==> src/rtl/lambert_shade_stage.sv <==
// Lambert diffuse shading stage: one shared fixed-point multiplier sequenced by an FSM.
// Optional ambient term is enabled by defining SHADE_AMBIENT_EN.
module lambert_shade_stage #(
   parameter int FW   = 32,
   parameter int FRAC = 16
) (
   input  logic            clock,
   input  logic            reset,
   input  logic            start,
   input  logic            hit,
   input  logic [3*FW-1:0] normal,
   input  logic [3*FW-1:0] light_dir,
   input  logic [23:0]     base_color,
   input  logic [23:0]     bg_color,
   input  logic [FW-1:0]   ambient,
   output logic            ready,
   output logic [23:0]     pixel,
   output logic            busy
);

   localparam int AW = FW + 2;
   localparam int CW = FW + 3;
   localparam logic signed [FW-1:0] ONE = FW'(longint'(1) << FRAC);

   typedef enum logic [3:0] {
      IDLE, DOT_X, DOT_Y, DOT_Z, CLAMP, MUL_R, MUL_G, MUL_B, DONE
   } state_t;

   state_t                 state;
   logic signed [FW-1:0]   nx, ny, nz, lx, ly, lz;
   logic signed [FW-1:0]   inten;
   logic        [23:0]     col_q;
   logic        [7:0]      r_q, g_q;
   logic signed [AW-1:0]   acc;
   logic signed [FW-1:0]   mul_a, mul_b, mres;
   logic signed [2*FW-1:0] prod;
   logic        [FW-1:0]   unused_prod_hi;
   logic signed [CW-1:0]   clamp_in;

   function automatic logic signed [FW-1:0] clamp_unit(input logic signed [CW-1:0] v);
      if (v < 0)
         return '0;
      else if (v > CW'(ONE))
         return ONE;
      else
         return v[FW-1:0];
   endfunction

   function automatic logic [7:0] sat8(input logic signed [FW-1:0] v);
      if (v < 0)
         return 8'h00;
      else if (v > 255)
         return 8'hFF;
      else
         return v[7:0];
   endfunction

   // Operand selection for the single shared multiplier
   always_comb begin
      mul_a = '0;
      mul_b = '0;
      case (state)
         DOT_X: begin mul_a = nx; mul_b = lx; end
         DOT_Y: begin mul_a = ny; mul_b = ly; end
         DOT_Z: begin mul_a = nz; mul_b = lz; end
         MUL_R: begin mul_a = {{(FW-8){1'b0}}, col_q[23:16]}; mul_b = inten; end
         MUL_G: begin mul_a = {{(FW-8){1'b0}}, col_q[15:8]};  mul_b = inten; end
         MUL_B: begin mul_a = {{(FW-8){1'b0}}, col_q[7:0]};   mul_b = inten; end
         default: begin mul_a = '0; mul_b = '0; end
      endcase
   end

   assign prod = (2*FW)'(mul_a) * (2*FW)'(mul_b);
   assign {unused_prod_hi, mres} = prod >>> FRAC;

`ifdef SHADE_AMBIENT_EN
   logic signed [FW-1:0] amb_q;
   logic signed [AW-1:0] acc_pos;
   assign acc_pos  = acc[AW-1] ? '0 : acc;
   assign clamp_in = CW'(acc_pos) + CW'(amb_q);
`else
   logic unused_ambient;
   assign unused_ambient = ^ambient;
   assign clamp_in       = CW'(acc);
`endif

   // Operand capture and intermediate channel results; no reset needed
   always_ff @(posedge clock) begin
      if (state == IDLE && start) begin
         nx    <= normal[3*FW-1:2*FW];
         ny    <= normal[2*FW-1:FW];
         nz    <= normal[FW-1:0];
         lx    <= light_dir[3*FW-1:2*FW];
         ly    <= light_dir[2*FW-1:FW];
         lz    <= light_dir[FW-1:0];
         col_q <= base_color;
`ifdef SHADE_AMBIENT_EN
         amb_q <= ambient;
`endif
      end
      if (state == CLAMP) inten <= clamp_unit(clamp_in);
      if (state == MUL_R) r_q   <= sat8(mres);
      if (state == MUL_G) g_q   <= sat8(mres);
   end

   always_ff @(posedge clock) begin
      if (!reset) begin
         state <= IDLE;
         ready <= 1'b0;
         pixel <= 24'h0;
         acc   <= '0;
      end else begin
         ready <= 1'b0;
         case (state)
            IDLE: begin
               if (start) begin
                  acc <= '0;
                  if (hit) begin
                     state <= DOT_X;
                  end else begin
                     pixel <= bg_color;
                     ready <= 1'b1;
                     state <= DONE;
                  end
               end
            end
            DOT_X: begin acc <= acc + AW'(mres); state <= DOT_Y; end
            DOT_Y: begin acc <= acc + AW'(mres); state <= DOT_Z; end
            DOT_Z: begin acc <= acc + AW'(mres); state <= CLAMP; end
            CLAMP: state <= MUL_R;
            MUL_R: state <= MUL_G;
            MUL_G: state <= MUL_B;
            MUL_B: begin
               pixel <= {r_q, g_q, sat8(mres)};
               ready <= 1'b1;
               state <= DONE;
            end
            DONE:    state <= IDLE;
            default: state <= IDLE;
         endcase
      end
   end

   assign busy = (state != IDLE);

endmodule

==> config.mk <==
export PLATFORM = sky130hd
export DESIGN_NAME = lambert_shade_stage
export DESIGN_NICKNAME = d
export VERILOG_FILES = /design/src/rtl/lambert_shade_stage.sv
export SDC_FILE = /design/constraint.sdc
export NUM_CORES = 2
export LEC_CHECK = 0
export ABC_AREA = 1
export ABC_CLOCK_PERIOD_IN_PS = 24400
export BUFFER_PORTS_ARGS = -buffer_cell sky130_fd_sc_hd__buf_2
export CORE_MARGIN = 8
export CORE_UTILIZATION = 50
export DETAILED_ROUTE_END_ITERATION = 16
export GPL_ROUTABILITY_DRIVEN = 1
export MAX_ROUTING_LAYER = met4
export PLACE_DENSITY_LB_ADDON = 0.1
export SLEW_MARGIN = 0
export SYNTH_ARGS = -nofsm -noshare
export SYNTH_HDL_FRONTEND = slang
export SYNTH_SLANG_ARGS = --single-unit
export TNS_END_PERCENT = 1
==> constraint.sdc <==
create_clock -name clock -period 24.4 [get_ports clock]
set_input_delay 1.22 -clock clock [delete_from_list [all_inputs] [get_ports clock]]
set_output_delay 1.22 -clock clock [all_outputs]
set_load 0.01 [all_outputs]
==> flow_summary.yaml <==
run_status:
  outcome: "finished, final reports clean"
sta:
  fin_skew_ns: 0.0441
  tightest_slew_ns: 1.12
  slew_headroom_pct: 25.2
  setup_tns_ns: 0
  maxSlewViolCount: 0
  final.setup.worst_slack_ns: 11.93
  setup_viol: 0
  hold_viol: 0
  fin_crit_sh_pct: 51.1
  post-route-min-period_ns: 12.47
  timing.fmax_ghz: 0.0802
  rsz0062_at_grt: "false"
clock_tree:
  ctsHoldBuffers: 0
  cts_tree: "yes"
  cts_max_level: 2
  post_cts_resized: 0
  root_buffer: "clkbuf_16"
  clk_latency_ns: 0.58
  path_clk_slew_ns: 0.06
  cts.sinks: 327
  clockBufferDepth: 3
  postCtsSetupBuffers: 0
  numCtsBuffers: 37
drt:
  drtIter0Drc: 2398
  dr_total_vias: 32971
  avgViaCountPerCell: 5.32
  drt_wl_total_mm: 140
  antenna_left: 0
  wl_per_cell_um: 22.5
  drt_first_pass_iters: 6
  drc: 0
place:
  place.gp.congestion: 1.01
  hpwl_mm: 112
  port_buffers: 269
  dp_cells: 6126
  place_ws_ns: 12.12
floorplanning:
  core-area_um2: 85300
  initial_utilization_pct: 50.5
  die_area_um2: 95800
  fp.dieW_um: 310
  placementRows: 107
  ios: 302
  die_h_um: 310
global_routing:
  overflow: 0
  antenna_found_initial: 5
  grt_pass1_vias: 34251
  grt_pass1_wl_mm: 212
  grt_max_degree: 87
  track_usage_pct: 30.5
job:
  maxCapViolations: 0
yosys:
  ys_seq_area_share_pct: 21.3
  ys_types: 59
  avgSynthCellArea_um2: 8.99
  synthArstFlopShare_pct: 0
  synth.ff_latch_count: 327
  synthCells: 4792
  synth_area_um2: 43100
  synth-edff-count: 264
  synthFlopType: "edfxtp_1"
  ys_warn_count: 0
worst_setup_path:
  cp.depth: 51
  critical_path_class: "reg2reg"
  ff2ff_path_depth: 51
  cp_common_cell: "nand2_1"
  critPathTopFamily: "adder cells"
  cp-start-kind: "flip-flop"
  critPathMaxFanout: 40
  crit_path_max_incr_delay_ns: 0.95
  cp-end-kind: "flip-flop"
  path_buf_inv: 11
  cp_data_required_time_ns: 24.81
  cp.arrival_ns: 12.87
  cp_slowest_cell: "clkinv_1"
cells_and_area:
  finalNonFillerCells: 6200
  nets: 6332
  area_growth_pct: 9.17
  drive_gt1_share_pct: 9.59
  final_common_cell: "inv_1"
  utilization_pct: 55.1
  final_cell_mix: "1087 x inv_1, 911 x nand2_1, 839 x fa_1"
min_path:
  min_path_type: "reg2reg"
  min_path_cells: 2
pwr:
  ir_worst_vdd_uv: 55.9
  power_per_cell_area_nw_per_um2: 42.0
  finalPower_mw: 1.98
  p_leak_nw: 22.5
==> synth_stat cells, types with 25 or more instances <==
cell type  number  area (µm²)
nand2_1       911        3420
a21oi_1       164         821
xor2_1         32         280
edfxtp_1      264        7930
o21ai_0        80         400
clkbuf_1      140         526
a22o_1         58         508
dfxtp_1        63        1260
nand3_1        65         325
nand4_1        25         156
fa_1          839       16800
a31oi_1        33         206
inv_1        1087        4080
ha_1          196        2450
nor2_1        616        2310
==> worst min-delay path, stage by stage (launching register included) <==
cell     delay (ns)
dfxtp_1        0.32
nand2_1        0.06
a21oi_1        0.05
==> flip-flops by register name, summed over array words and instances (netlist names) <==
register / cells
ny: 32
pixel: 24
nz: 32
acc: 34
inten: 32
lx: 32
r_q: 8
ly: 32
g_q: 8
state: 4
nx: 32
ready: 1
lz: 32
col_q: 24
==> cells by family (layout without fill, tap and decap cells) <==
family,after synthesis,count (layout),share of synthesized area [%]
AND/OR/NAND/NOR,1695,1695,15.7
buffers and inverters,1280,1523,11.4
adder cells (fa/ha/maj),1035,1035,44.7
AO/OA/AOI/OAI,402,402,5.80
flip-flops,327,327,21.3
XOR/XNOR,52,52,1.07
other,1,22,0.00870
==> routing by layer <==
metal,track usage (%),share of wire [%],up-vias
met4,8.53,3.1,0
met5,-,0,-
met1,40.1,41,16714
li1,-,-,14797
met3,3.49,6.7,210
met2,50.4,49,1250
==> path summary, 6_finish.rpt <==
kind | startpoint | end | slack [ns]
worst max-delay path | state[1]$_SDFFE_PN0P_ | acc[30]$_SDFFE_PN0P_ | 11.93
worst min-delay path | acc[27]$_SDFFE_PN0P_ | acc[27]$_SDFFE_PN0P_ | 0.49
worst max register to register | state[1]$_SDFFE_PN0P_ | acc[30]$_SDFFE_PN0P_ | 11.93
worst min register to register | acc[27]$_SDFFE_PN0P_ | acc[27]$_SDFFE_PN0P_ | 0.49
==> cell type report <==
class | instances | area [µm²]
fill | 8003 | 38200
multi-input combinational | 3199 | 29100
sequential | 327 | 9190
inverter | 1110 | 4170
timing repair buffer | 346 | 1920
tap | 1144 | 1430
clock buffer | 43 | 958
clock inverter | 24 | 216
antenna | 7 | 17.5
==> metrics by stage <==
step                      hold slack, ns  cell area, µm²
after floorplan                    0.462           43100
after global placement             0.476           45800
after detailed placement           0.479           45800
after CTS                          0.487           47000
after global routing               0.514           47000
final                              0.486           47000
==> where the power goes <==
group	leakage (nW)	internal, mW	switching, mW	total, mW
clock network	0.583	0.300	0.245	0.544
logic	18.9	0.225	0.536	0.761
registers	3.02	0.656	0.0148	0.671
total	22.5	1.18	0.795	1.98
Power figures use the tool's default switching activity.
